$ cat config.mk
export PLATFORM = sky130hd
export DESIGN_NAME = bit_serializer
export DESIGN_NICKNAME = d
export VERILOG_FILES = /design/src/rtl/ser_pkg.sv /design/src/rtl/ser_hold_buf.sv /design/src/rtl/bit_serializer.sv
export SDC_FILE = /design/constraint.sdc
export NUM_CORES = 1
export LEC_CHECK = 0
export BUFFER_PORTS_ARGS = -buffer_cell sky130_fd_sc_hd__buf_2
export CAP_MARGIN = 10
export CORE_MARGIN = 3
export CORE_UTILIZATION = 54
export DETAILED_ROUTE_END_ITERATION = 8
export PLACE_DENSITY = 0.83
export REMOVE_ABC_BUFFERS = 1
export SYNTH_ARGS = -nofsm -noshare
export SYNTH_HDL_FRONTEND = slang
export SYNTH_HIERARCHICAL = 1
export SYNTH_SLANG_ARGS = --single-unit
$ cat constraint.sdc
create_clock -name clk -period 2.08 [get_ports clk]
set_clock_uncertainty 0.05 [all_clocks]
set_input_delay 0.416 -clock clk [delete_from_list [all_inputs] [get_ports clk]]
set_output_delay 0.416 -clock clk [all_outputs]
set_load 0.005 [all_outputs]
$ cat src/rtl/ser_pkg.sv
// Shared types and helpers for the framed bit serializer.
package ser_pkg;

    typedef enum logic [1:0] {
        ST_IDLE  = 2'd0,
        ST_START = 2'd1,
        ST_DATA  = 2'd2,
        ST_STOP  = 2'd3
    } ser_state_t;

    // Widest payload next_bit can index; DATA_W must not exceed this.
    localparam int MAX_W = 64;

    // Bit of the shift word sent in data slot idx (0 = first data bit on the line).
    function automatic logic next_bit(input logic [MAX_W-1:0] shift,
                                      input int               idx,
                                      input int               data_w,
                                      input logic             lsb_first);
        logic [5:0] pos;
        pos = lsb_first ? 6'(idx) : 6'(data_w - 1 - idx);
        return shift[pos];
    endfunction

endpackage

$ cat src/rtl/ser_hold_buf.sv
// One-deep word buffer in front of the serializer.
// Handshake: a word transfers on a rising edge where s_valid & s_ready are both 1;
// s_data must be stable while s_valid is high, and s_ready never depends on s_valid.
module ser_hold_buf #(
    parameter int DATA_W = 8
) (
    input  logic              clk,
    input  logic              rst,
    input  logic              s_valid,
    output logic              s_ready,
    input  logic [DATA_W-1:0] s_data,
    input  logic              pop,
    output logic              full,
    output logic [DATA_W-1:0] dout
);

    // A full buffer is never ready, so a pop and an accept can never share a cycle.
    assign s_ready = ~full & ~rst;

    always_ff @(posedge clk) begin
        if (rst) begin
            full <= 1'b0;
            dout <= '0;
        end else if (pop) begin
            full <= 1'b0;
        end else if (s_valid && s_ready) begin
            full <= 1'b1;
            dout <= s_data;
        end
    end

endmodule

$ cat src/rtl/bit_serializer.sv
// Packs buffered parallel words into start/data/stop frames on a registered
// serial line, advancing one bit per bit_en strobe. state is a debug view of the FSM.
module bit_serializer
    import ser_pkg::*;
#(
    parameter int   DATA_W     = 8,
    parameter int   LSB_FIRST  = 1,
    parameter logic IDLE_LEVEL = 1'b1
) (
    input  logic              clk,
    input  logic              rst,
    input  logic              s_valid,
    output logic              s_ready,
    input  logic [DATA_W-1:0] s_data,
    input  logic              bit_en,
    output logic              ser_out,
    output logic              busy,
    output logic              done,
    output ser_state_t        state
);

    localparam int CNT_W = $clog2(DATA_W);
    localparam logic [CNT_W-1:0] CNT_LAST = CNT_W'(DATA_W - 1);
    localparam logic LSB = (LSB_FIRST != 0);

    logic              hold_full;
    logic [DATA_W-1:0] hold_data;
    logic [DATA_W-1:0] shift;
    logic [CNT_W-1:0]  cnt;
    logic              pop;

    // The hold word is consumed only where a new frame can begin.
    assign pop  = bit_en & hold_full & ((state == ST_IDLE) | (state == ST_STOP));
    assign busy = (state != ST_IDLE);

    ser_hold_buf #(
        .DATA_W(DATA_W)
    ) u_hold (
        .clk    (clk),
        .rst    (rst),
        .s_valid(s_valid),
        .s_ready(s_ready),
        .s_data (s_data),
        .pop    (pop),
        .full   (hold_full),
        .dout   (hold_data)
    );

    always_ff @(posedge clk) begin
        if (rst) begin
            state   <= ST_IDLE;
            shift   <= '0;
            cnt     <= '0;
            ser_out <= IDLE_LEVEL;
            done    <= 1'b0;
        end else begin
            done <= 1'b0;
            if (bit_en) begin
                case (state)
                    ST_IDLE: begin
                        if (hold_full) begin
                            state   <= ST_START;
                            shift   <= hold_data;
                            ser_out <= ~IDLE_LEVEL;
                        end
                    end
                    ST_START: begin
                        state   <= ST_DATA;
                        cnt     <= '0;
                        ser_out <= next_bit(MAX_W'(shift), 0, DATA_W, LSB);
                    end
                    ST_DATA: begin
                        if (cnt == CNT_LAST) begin
                            state   <= ST_STOP;
                            ser_out <= IDLE_LEVEL;
                        end else begin
                            cnt     <= cnt + CNT_W'(1);
                            ser_out <= next_bit(MAX_W'(shift), int'(cnt) + 1, DATA_W, LSB);
                        end
                    end
                    ST_STOP: begin
                        done <= 1'b1;
                        // A waiting word starts straight after the stop bit, no idle gap.
                        if (hold_full) begin
                            state   <= ST_START;
                            shift   <= hold_data;
                            ser_out <= ~IDLE_LEVEL;
                        end else begin
                            state   <= ST_IDLE;
                            ser_out <= IDLE_LEVEL;
                        end
                    end
                    default: begin
                        state   <= ST_IDLE;
                        ser_out <= IDLE_LEVEL;
                    end
                endcase
            end
        end
    end

endmodule
### Yosys cells after proc, flatten, opt, wreduce, memory -nomap -nowiden

Index checks and enable logic that the tools add are counted.

| word-level totals | value |
|---|---|
| flip-flop bits (word level) | 24 |
| input bits | 12 |

| operators by class | value |
|---|---|
| $add $sub $neg | 2 |
| magnitude comparators | 1 |
| eq/ne operators | 7 |
| multiplexer cells | 13 |
| bitwise logic cells | 8 |
| reduce and logical (&&, ||, !) cells | 12 |

Operators with widths:

| kind | count |
|---|---|
| AND reduction 3 bit | 3 |
| one-hot mux 2 bit (4 select lines) | 1 |
| < comparator 4 x 7 -> 1 bit, second input constant | 1 |
| binary-select mux 1 bit (select 6 bit) | 1 |
| two-way mux 1 bit | 6 |
| one-hot mux 3 bit (2 select lines) | 1 |
| OR reduction 2 bit | 3 |
| adder 3 x 1 -> 4 bit, second input constant | 1 |
| equality test 2 bit, second input constant | 2 |
| two-way mux 2 bit | 2 |
| inequality test 2 bit, second input constant | 2 |
| NOT 1 bit | 4 |
| one-hot mux 1 bit (4 select lines) | 1 |
| AND reduction 2 bit | 2 |
| nonzero test 2 bit | 2 |
| adder 3 x 1 -> 3 bit, second input constant | 1 |
| AND 1 bit | 3 |
| equality test 3 bit, second input constant | 1 |
| two-way mux 3 bit | 1 |
| equality test 2 x 1 -> 1 bit, second input constant | 1 |
| zero test 2 bit | 1 |
| inequality test 2 x 1 -> 1 bit, second input constant | 1 |
| logical AND 1 bit | 1 |
| OR 1 bit | 1 |

### Logic depth before layout (Yosys ltp)

| depth | value |
|---|---|
| depth after elaboration | 5 |
| depth in mapped cells | 8 |

### Modules after synthesis

The synthesis kept the hierarchy.

By module, submodules not included:

| module | instances | cells an instance | area an instance (µm²) | sequential area each (µm²) |
|---|---|---|---|---|
| bit_serializer | 1 | 80 | 778.2 | 300.3 |
| ser_hold_buf | 1 | 39 | 401.6 | 180.2 |

### Worst setup path after synthesis

OpenSTA, ideal clock, no wires.

| path | value |
|---|---|
| kind | flip-flop to flip-flop |
| start | register state[0] |
| end | register u_hold.dout[0] |
| setup time | 0.119 ns |
| data arrival time | 1.699 ns |
| required time | 1.911 ns |
| path slack | 0.212 ns |
| stages on the path, launching flop included | 9 |
| period minus slack after synthesis | 1.868 ns |
| path through | dfxtp_1 inv_1 ha_1 or3_1 buf_2 inv_1 nor3b_2 buf_6 mux2i_1 |

| between the ends | value |
|---|---|
| longest elaborated chain between the ends | 5 |
| elaborated cells on any way between the ends | 6 |

RTL lines:

| what | line | source |
|---|---|---|
| start: declaration | bit_serializer.sv:19 | `output ser_state_t state` |
| start signal: assignment | bit_serializer.sv:51 | `state <= ST_IDLE;` |
| start signal: assignment | bit_serializer.sv:62 | `state <= ST_START;` |
| start signal: assignment | bit_serializer.sv:68 | `state <= ST_DATA;` |
| equality test 2 bit or zero test 2 bit (tied branches) | bit_serializer.sv:33 | `assign pop = bit_en & hold_full & ((state == ST_IDLE) \| (state == ST_STOP));` |
| OR 1 bit * | bit_serializer.sv:33 |  |
| AND 1 bit * | bit_serializer.sv:33 |  |
| net pop | bit_serializer.sv:30 | `logic pop;` |
| NOT 1 bit (no source line) * | n/a |  |
| AND reduction 2 bit (no source line) * | n/a |  |
| end signal: assignment | ser_hold_buf.sv:28 | `dout <= s_data;` |
| end: declaration | ser_hold_buf.sv:14 | `output logic [DATA_W-1:0] dout` |

The timed path passes the listed nets; every way through them passes the cells marked *.
A chain may end at the register's enable or synchronous reset.

### Final worst setup path

| path | value |
|---|---|
| start | register state[1] |
| end | register u_hold.dout[7] |

The elaborated chain is that of the path after synthesis.

==> impl_metrics.json <==
{
  "status": "finished clean",
  "insertion_delay_ps": 320,
  "drtAntennaViolNets": 0,
  "path_max_fanout": 8,
  "synth_compound_area_share_pct": 8.378,
  "worst_ep_required_time_ps": 2290,
  "slew_headroom_pct": 63.09,
  "post-layout-total-power_mw": 0.9835,
  "synth_top_family_by_area": "simple AND/OR/NAND/NOR gates",
  "gp_congestion": 0.7658,
  "antenna_cells": 0,
  "fmax_ghz": 0.5130,
  "hold_class": "in -> reg",
  "cts_buffers": 3,
  "final_area_sq_um": 1350,
  "yosys_warnings": 6,
  "clk_pin_slew_ps": 140,
  "power_density_nw_per_um2": 728.5,
  "antenna_found_initial": 0,
  "synthXorXnorAreaFrac_pct": 0,
  "p_leak_nw": 0.6095,
  "ys.flop_type": "dfxtp_1",
  "firstDrtPassIters": 4,
  "dieArea_sq_um": 2782,
  "synthDominantCellAreaShare_pct": 40.72,
  "grt_pass1_wl_mm": 3.939,
  "grt_pass1_vias": 874,
  "track_usage_pct": 19.22,
  "die_h_um": 52.75,
  "core_sq_um": 2022,
  "syn_area_sq_um": 1180,
  "maxCapViolCount": 0,
  "fillers": 175,
  "final.period_utilization_pct": 93.71,
  "whs_ps": 279.6,
  "clockBufferDepth": 2,
  "synthMuxAreaShare_pct": 18.03,
  "postCtsHoldBufs": 0,
  "routed-via-count": 905,
  "dp_hpwl_mm": 1.649,
  "syn_inst": 119,
  "ir_worst_vdd_uv": 508.7,
  "rows": 16,
  "crit_type": "reg -> reg",
  "tightest_slew_ps": 553.1,
  "io_buffers": 17,
  "drive_gt1_share_pct": 21.01,
  "rsz0062_at_grt": "no",
  "cts.htree.levels": 1,
  "reg2reg_setup_slack_ps": 130,
  "grt_max_degree": 18,
  "vias_per_cell": 5.485,
  "synth_most_common_cell": "dfxtp_1",
  "placed_area_sq_um": 1289,
  "synth-seq-cells": 24,
  "dieWidth_um": 52.75,
  "synth_adder_area_share_pct": 7.423,
  "synth-seq-area-share_pct": 40.72,
  "clockRootBuffer": "clkbuf_4",
  "first_iter_violations": 12,
  "ys_top_cells_by_area": "dfxtp_1 41%, mux2i_1 16%, nand2b_1 8.5%",
  "endpoint_kind": "register",
  "syn_to_final_growth_pct": 14.42,
  "drc": 0,
  "yosys.area_share.simple_pct": 21.42,
  "start_util_pct": 58.35,
  "stdcell_count": 165,
  "grt-ovfl-total": 0,
  "setup_violations": 0,
  "cp-start-kind": "register",
  "yosysUniqueCellTypes": 27,
  "cp.arrival_ps": 2150,
  "routed_wl_mm": 2.264,
  "synth_edf_count": 0,
  "final_max_slew_viol_count": 0,
  "synth_largest_area_cell": "dfxtp_1",
  "io_pins": 18,
  "cts_tree": "yes",
  "min_period_ps": 1949,
  "dp_cells": 161,
  "finalNetCount": 158,
  "synthArstFlopShare_pct": 0,
  "synthTopCellsByCount": "24 x dfxtp_1, 19 x mux2i_1, 16 x nand2b_1",
  "synth.avg_cell_area_sq_um": 9.915,
  "setup_tns_ps": 0,
  "clock_sinks": 24,
  "final-hold-violation-count": 0,
  "wl_per_cell_um": 13.72
}
## timing repair
action                                  in CTS  in global routing
endpoints found under the setup margin       8                  1
buffers inserted                             0                  0
resized for setup                            1                  1
## metrics by stage
stage / util [%] / setup slack [ps]
after floorplan: - / -34.44
after global placement: 63.74 / 146.9
after detailed placement: 63.74 / -8.302
after CTS: 66.65 / 103.8
after global routing: 66.77 / 11.41
final: 66.77 / 130.9
## sequential cells by signal (all words and copies together), names as in the netlist
name and flops:
shift 8, u_hold/dout 8, cnt 3, state 2, done 1, ser_out 1
u_hold/full 1
## report_power, final
part | internal [mW] | switching [mW]
Combinational | 0.0678 | 0.0728
Sequential | 0.482 | 0.0182
Clock | 0.195 | 0.148
Total | 0.745 | 0.239
## final cells by class
class                           instances  area, sq um  area share, %
Multi-Input combinational cell         85        660.6          48.93
Tap cell                               27        33.78          2.502
Sequential cell                        24        480.5          35.59
Clock inverter                          1        30.03          2.224
Clock buffer                            3        22.52          1.668
Inverter                                6        22.52          1.668
Timing Repair Buffer                   19        100.1          7.414
## cell families (layout without fill, tap and decap cells)
| kind of cell | count (synthesis) | count (layout) |
|---|---|---|
| AND/OR/NAND/NOR | 45 | 45 |
| flip-flops | 24 | 24 |
| multiplexers | 20 | 20 |
| AO/OA/AOI/OAI | 13 | 13 |
| buffers and inverters | 10 | 29 |
| adder cells (fa/ha/maj) | 7 | 7 |
## placed cells by master, fill, tap and decap left out, types with 2 or more instances in the layout
master	count
buf_4	2
nor2b_1	2
inv_1	6
mux2i_1	19
nand4_1	2
nand2_1	4
nor3_1	2
dfxtp_1	24
nand2b_1	16
clkbuf_4	3
o21ai_0	3
nor2_1	13
a21oi_1	4
buf_2	17
a221oi_1	2
ha_1	6
## routing by layer
| metal | track usage, % | part of all wire [%] |
|---|---|---|
| met1 | 22.65 | 45 |
| met2 | 33.88 | 49 |
| met3 | 4.274 | 4.2 |
| met4 | 6.383 | 1.2 |
| met5 | 0 | 0 |
## final timing paths
kind	endpoint	depth (start not counted)	start
max	u_hold/dout[7]	6	state[1]
min	u_hold/dout[3]	3	s_data[3]
max reg2reg	u_hold/dout[7]	6	state[1]
min reg2reg	u_hold/dout[4]	2	u_hold/dout[4]
## worst max-delay path: stages (launching register included)
cell and delay (ps):
dfxtp_1 440, inv_1 120, ha_1 310, or3_1 130
inv_1 80, nor3b_4 490, mux2i_1 270
Power figures use the tool's default switching activity.
